`src/rtl/fpu_pkg.sv`:
```
// ============================================================================
// Module      : fpu_pkg
// Description : Shared FPU datapath types: round modes, normalized result
//               record, fflags layout and binary32 magnitude constants.
// Revision    : 1.0 - initial release
// ============================================================================
`timescale 1ns/1ps
`default_nettype none

package fpu_pkg;

    typedef enum logic [2:0] {
        RM_RNE = 3'd0,
        RM_RTZ = 3'd1,
        RM_RDN = 3'd2,
        RM_RUP = 3'd3,
        RM_RMM = 3'd4
    } fpu_round_mode_t;

    typedef struct packed {
        logic            valid;
        logic            sign;
        logic [7:0]      exponent;
        logic [23:0]     mantissa;
        logic [2:0]      guard;
        logic            nan;
        logic            inf;
        logic            zero;
        fpu_round_mode_t mode;
    } fpu_result_t;

    typedef struct packed {
        logic nv;
        logic dz;
        logic of;
        logic uf;
        logic nx;
    } fpu_fflags_t;

    localparam logic [30:0] MAX_FINITE_MAG = 31'h7F7F_FFFF;
    localparam logic [30:0] c_INF_MAG      = 31'h7F80_0000;

endpackage

`default_nettype wire

```
`src/rtl/fpu_round_compute.sv`:
```
// ============================================================================
// Module      : fpu_round_compute
// Description : Combinational round-increment decision for binary32 results.
// Revision    : 1.0 - initial release
// ============================================================================
`timescale 1ns/1ps
`default_nettype none

module fpu_round_compute
    import fpu_pkg::*;
(
    input  logic            i_sign,
    input  logic            i_lsb,
    input  logic [2:0]      i_guard,
    input  fpu_round_mode_t i_mode,
    output logic            o_inc,
    output logic            o_inexact
);

    always_comb begin
        o_inexact = |i_guard;
        case (i_mode)
            RM_RTZ:  o_inc = 1'b0;
            RM_RDN:  o_inc = o_inexact & i_sign;
            RM_RUP:  o_inc = o_inexact & ~i_sign;
            RM_RMM:  o_inc = i_guard[2];
            // RNE, and any unassigned mode code falls back to RNE
            default: o_inc = i_guard[2] & (i_guard[1] | i_guard[0] | i_lsb);
        endcase
    end

endmodule

`default_nettype wire

```
`src/rtl/fpu_round_stage.sv`:
```
// ============================================================================
// Module      : fpu_round_stage
// Description : Two-stage binary32 rounding, special-case resolution, packing
//               and fflags generation with a valid/ready handshake.
// Revision    : 1.0 - initial release
// ============================================================================
`timescale 1ns/1ps
`default_nettype none

module fpu_round_stage
    import fpu_pkg::*;
#(
    parameter logic [31:0] CANONICAL_NAN = 32'h7FC0_0000
) (
    input  logic        clk,
    input  logic        rst,
    input  logic        in_valid,
    output logic        in_ready,
    input  fpu_result_t in_result,
    input  logic        in_invalid,
    output logic        out_valid,
    input  logic        out_ready,
    output logic [31:0] out_result,
    output logic [4:0]  out_flags
);

    logic            w_s1_adv;
    logic            w_s2_adv;
    logic            w_inc;
    logic            w_inexact;
    logic            w_unused;

    logic            r_s1_valid;
    logic            r_s1_sign;
    logic [7:0]      r_s1_exp;
    logic [22:0]     r_s1_mant;
    logic            r_s1_inc;
    logic            r_s1_inexact;
    logic            r_s1_tiny;
    logic            r_s1_nan;
    logic            r_s1_inf;
    logic            r_s1_zero;
    fpu_round_mode_t r_s1_mode;
    logic            r_s1_invalid;

    logic [30:0]     w_mag;
    logic            w_ovf;
    logic            w_ovf_to_max;
    logic [31:0]     w_result;
    fpu_fflags_t     w_flags;

    // Hidden bit is implied by the exponent; the struct valid bit is redundant.
    assign w_unused = ^{in_result.valid, in_result.mantissa[23]};

    assign w_s2_adv = !out_valid || out_ready;
    assign w_s1_adv = !r_s1_valid || w_s2_adv;
    assign in_ready = w_s1_adv;

    fpu_round_compute u_round_compute (
        .i_sign    (in_result.sign),
        .i_lsb     (in_result.mantissa[0]),
        .i_guard   (in_result.guard),
        .i_mode    (in_result.mode),
        .o_inc     (w_inc),
        .o_inexact (w_inexact)
    );

    always_ff @(posedge clk) begin
        if (rst) begin
            r_s1_valid   <= 1'b0;
            r_s1_sign    <= 1'b0;
            r_s1_exp     <= 8'h00;
            r_s1_mant    <= 23'h0;
            r_s1_inc     <= 1'b0;
            r_s1_inexact <= 1'b0;
            r_s1_tiny    <= 1'b0;
            r_s1_nan     <= 1'b0;
            r_s1_inf     <= 1'b0;
            r_s1_zero    <= 1'b0;
            r_s1_mode    <= RM_RNE;
            r_s1_invalid <= 1'b0;
        end else if (w_s1_adv) begin
            r_s1_valid   <= in_valid;
            r_s1_sign    <= in_result.sign;
            r_s1_exp     <= in_result.exponent;
            r_s1_mant    <= in_result.mantissa[22:0];
            r_s1_inc     <= w_inc;
            r_s1_inexact <= w_inexact;
            r_s1_tiny    <= (in_result.exponent == 8'h00);
            r_s1_nan     <= in_result.nan;
            r_s1_inf     <= in_result.inf;
            r_s1_zero    <= in_result.zero;
            r_s1_mode    <= in_result.mode;
            r_s1_invalid <= in_invalid;
        end
    end

    // The carry out of the mantissa field lands in the exponent field.
    assign w_mag        = {r_s1_exp, r_s1_mant} + {30'd0, r_s1_inc};
    assign w_ovf        = (w_mag[30:23] == 8'hFF) || (r_s1_exp == 8'hFF);
    assign w_ovf_to_max = (r_s1_mode == RM_RTZ)
                       || ((r_s1_mode == RM_RDN) && !r_s1_sign)
                       || ((r_s1_mode == RM_RUP) &&  r_s1_sign);

    always_comb begin
        w_result   = {r_s1_sign, w_mag};
        w_flags    = '0;
        w_flags.nv = r_s1_invalid;
        if (r_s1_nan) begin
            w_result = CANONICAL_NAN;
        end else if (r_s1_inf) begin
            w_result = {r_s1_sign, c_INF_MAG};
        end else if (r_s1_zero) begin
            w_result = {r_s1_sign, 31'h0};
            w_flags  = '0;
        end else if (w_ovf) begin
            w_result   = {r_s1_sign, w_ovf_to_max ? MAX_FINITE_MAG : c_INF_MAG};
            w_flags.of = 1'b1;
            w_flags.nx = 1'b1;
        end else begin
            w_flags.uf = r_s1_tiny & r_s1_inexact;
            w_flags.nx = r_s1_inexact;
        end
    end

    always_ff @(posedge clk) begin
        if (rst) begin
            out_valid  <= 1'b0;
            out_result <= 32'h0;
            out_flags  <= 5'h0;
        end else if (w_s2_adv) begin
            out_valid <= r_s1_valid;
            if (r_s1_valid) begin
                out_result <= w_result;
                out_flags  <= w_flags;
            end
        end
    end

endmodule

`default_nettype wire
```
`config.mk`:
```
export PLATFORM = sky130hd
export DESIGN_NAME = fpu_round_stage
export DESIGN_NICKNAME = d
export VERILOG_FILES = /design/src/rtl/fpu_pkg.sv /design/src/rtl/fpu_round_compute.sv /design/src/rtl/fpu_round_stage.sv
export SDC_FILE = /design/constraint.sdc
export NUM_CORES = 1
export LEC_CHECK = 0
export ABC_AREA = 1
export BUFFER_PORTS_ARGS = -buffer_cell sky130_fd_sc_hd__buf_2
export CORE_MARGIN = 5
export CORE_UTILIZATION = 50
export CTS_CLUSTER_SIZE = 12
export DETAILED_ROUTE_END_ITERATION = 10
export PLACE_DENSITY = 0.74
export SYNTH_ARGS = -nofsm -noshare
export SYNTH_HDL_FRONTEND = slang
export SYNTH_SLANG_ARGS = --single-unit
```
`constraint.sdc`:
```
create_clock -name clk -period 2.5 [get_ports clk]
set_input_delay 0.375 -clock clk [delete_from_list [all_inputs] [get_ports clk]]
set_output_delay 0.375 -clock clk [all_outputs]
set_load 0.02 [all_outputs]
```
==> qor.yml <==
outcome: "finished clean"
ys_warn_count: 0
yosysTopAreaCell: "dfxtp_1"
cts_buffers: 9
synth_cell_type_count: 32
ant_nets: 0
topRoutingLayerUsed: "met4"
grt_remaining_overflow: 0
fin_skew_ns: 0.0107
synth_top_family_by_area: "simple AND/OR/NAND/NOR gates"
grt_max_degree: 43
comb_power_share_pct: 10.8
die_w_um: 98.7
ys_top_cells_by_area: "dfxtp_1 41%, nand2_1 13%, nor2_1 9.3%"
hold_viol_final: 0
grt_pass1_vias: 3519
drt-total-wl_um: 9670
tightest_slew_ns: 0.683
p_leak_nw: 2.11
port_buffers: 83
avgSynthCellArea_um2: 6.92
gp_congestion: 0.889
design_area_um2: 4730
p_int_w: 0.00190
postPlaceCellArea_um2: 4460
layout_commonest_cell: "nand2_1"
hold_start: "in_valid"
root_buffer: "clkbuf_8"
nets: 701
ys_seq_area_share_pct: 40.7
remaining_drc_errors: 0
clk_pin_slew_ns: 0.08
core_area_um2: 7690
crit_path_end_kind: "flip-flop"
cap_viol_max_count: 0
reg2reg_from: "r_s1_mant[0]$_SDFFE_PP0P_"
relSlewSlack_pct: 54.4
r2r_cells: 17
required_ns: 2.71
initial_core_util_pct: 51.2
wl_per_cell_um: 12.8
cts.sinks: 80
vias: 3790
grt_pass1_wl_um: 16400
p_switching_w: 0.000677
drv_slew: 0
pwr_density_cell_nw_per_um2: 545
worst-path-max-fanout: 7
pin_count: 87
wl_met2_um: 4100
synthToLayoutAreaGrowth_pct: 20.1
synth_compound_area_share_pct: 12.9
crit_type: "reg2reg"
fin_setup_tns_ns: 0
cp.arrival_ns: 2.56
mostFrequentLayoutCells: "133 x nand2_1, 97 x nor2_1, 83 x buf_2, 78 x dfxtp_1, 49 x o21ai_0"
cts_hold_buf: 0
utilization_pct: 61.5
hpwl_um: 7490
hold_end: "r_s1_valid$_SDFFE_PP0P_"
antenna_found_initial: 0
insertion_delay_ns: 0.35
synthXorXnorAreaFrac_pct: 4.90
synth_mux_area_share_pct: 0
synth_adder_area_share_pct: 0.636
htree_levels: 3
clock.fmax_mhz: 426
via_per_inst: 5.00
cts_buffer_depth: 2
seq_power_share_pct: 53.9
rows: 32
wl_met1_um: 4950
period_share_pct: 93.9
synth-simple-area-share_pct: 35.0
hold_class: "in2reg"
critPathLaunchType: "flip-flop"
num_antenna_cells: 0
grt_use_total_pct: 20.3
met3_length_um: 510
dieArea_um2: 9740
r2r-end: "out_result[28]$_SDFFE_PP0P_"
drive_above_1_share_pct: 22.7
holdPathStages: 2
drtPass1Iterations: 4
syn_inst: 569
synth-seq-cells: 80
whs_ns: 0.241
r2r_setup_slack_ns: 0.15
synth_fp_nets: 619
period_needed_ns: 2.35
synth_top_area_share_pct: 40.7
tritoncts: "done"
switching_share_pct: 26.3
die_h_um: 98.7
pwr-share-clk_pct: 35.3
netlist_area_um2: 3940
peakVddDrop_v: 0.000288
setup_violations: 0
drt_iter0_drc: 158
## kinds of logic (layout without fill, tap and decap cells)
family          after synthesis  count (layout)
buf+inv                      52             139
fa+ha+maj                     2               2
simple gates                313             313
xor+xnor                     22              22
flops                        80              80
other cells                   1               1
compound gates               99              99
## how the worst max path moves through the flow
stage                                    startpoint  slack (ns)  cells after the start                     endpoint
final                     r_s1_mant[0]$_SDFFE_PP0P_        0.15                     17  out_result[28]$_SDFFE_PP0P_
after global routing      r_s1_mant[0]$_SDFFE_PP0P_       -0.04                     17  out_result[28]$_SDFFE_PP0P_
after CTS                 r_s1_mant[0]$_SDFFE_PP0P_        0.03                     18  out_result[15]$_SDFFE_PP0P_
after detailed placement      r_s1_inc$_SDFFE_PP0P_        0.06                     18  out_result[15]$_SDFFE_PP0P_
after global placement    r_s1_mant[0]$_SDFFE_PP0P_        0.12                     18  out_result[18]$_SDFFE_PP0P_
after floorplan           r_s1_mant[0]$_SDFFE_PP0P_        0.39                     16  out_result[10]$_SDFFE_PP0P_
## critical path, stage by stage (launching register included)
cell and delay [ns]:
dfxtp_2 0.34, ha_2 0.18, ha_2 0.19, nand2_2 0.09, nor2_4 0.17, nand2_4 0.10
nor2_4 0.15, nand2_1 0.07, nand2_1 0.08, nand2_1 0.06, nand3_2 0.07, nor2_2 0.04
nand2_2 0.07, nand2_4 0.05, buf_6 0.14, buf_4 0.13, o21ai_0 0.19, a21oi_1 0.09
## flip-flops by register name, summed over array words and instances (netlist names), 3 cells and up
name / flops
out_result: 32
r_s1_mant: 23
r_s1_exp: 8
out_flags: 4
r_s1_mode: 3
## metrics by stage
step | power, W | cells | worst slack (ns)
6_report | 0.00258 | 758 | 0.153
4_1_cts | 0.00259 | 754 | 0.0297
2_1_floorplan | 0.00158 | 569 | 0.393
5_1_grt | 0.00270 | 758 | -0.0367
3_5_place_dp | 0.00169 | 738 | 0.0581
3_3_place_gp | 0.00169 | 738 | 0.122
## cells in the mapped netlist
cell type	count
nor4_1	2
clkbuf_1	19
a21oi_1	44
a31oi_1	2
nand2_2	4
buf_1	1
nand3_1	43
nor2_1	98
conb_1	1
o21ai_0	49
ha_1	2
buf_6	2
dfxtp_1	80
a22oi_1	2
clkinv_1	1
nand3b_1	7
o21a_1	1
nand4_1	4
nand2_1	134
inv_1	23
nor3_1	2
nand2_4	3
inv_4	1
xnor2_1	11
buf_2	2
nor2_4	6
nor2_2	8
or2_2	1
buf_4	3
xor2_1	11
or3b_2	1
a211oi_1	1
## timing repair
item / 4_1_cts / 5_1_grt
setup buffers: 0 / 4
setup endpoints to repair: 0 / 33
resized for setup: 0 / 14
## layer usage
metal,global-route usage [%],up-vias
met2,30.4,91
li1,-,2003
met3,4.81,13
met5,0,-
met1,29.5,1683
met4,4.94,0
## power groups by stage
stage	registers, W	clock network, W	logic, W
finish	0.00139	0.000909	0.000279
CTS	0.00139	0.000927	0.000276
detailed placement	0.00142	0	0.000275
global route	0.00140	0.000982	0.000317
floorplan	0.00142	0	0.000161
global placement	0.00142	0	0.000269
## layout make-up
class | count | area [µm²]
Tap cell | 102 | 128
Clock inverter | 6 | 60.1
Sequential cell | 80 | 1600
Timing Repair Buffer | 98 | 557
Clock buffer | 10 | 128
Multi-Input combinational cell | 437 | 2150
Inverter | 25 | 101
Fill cell | 775 | 2960
Power figures use the tool's default switching activity.
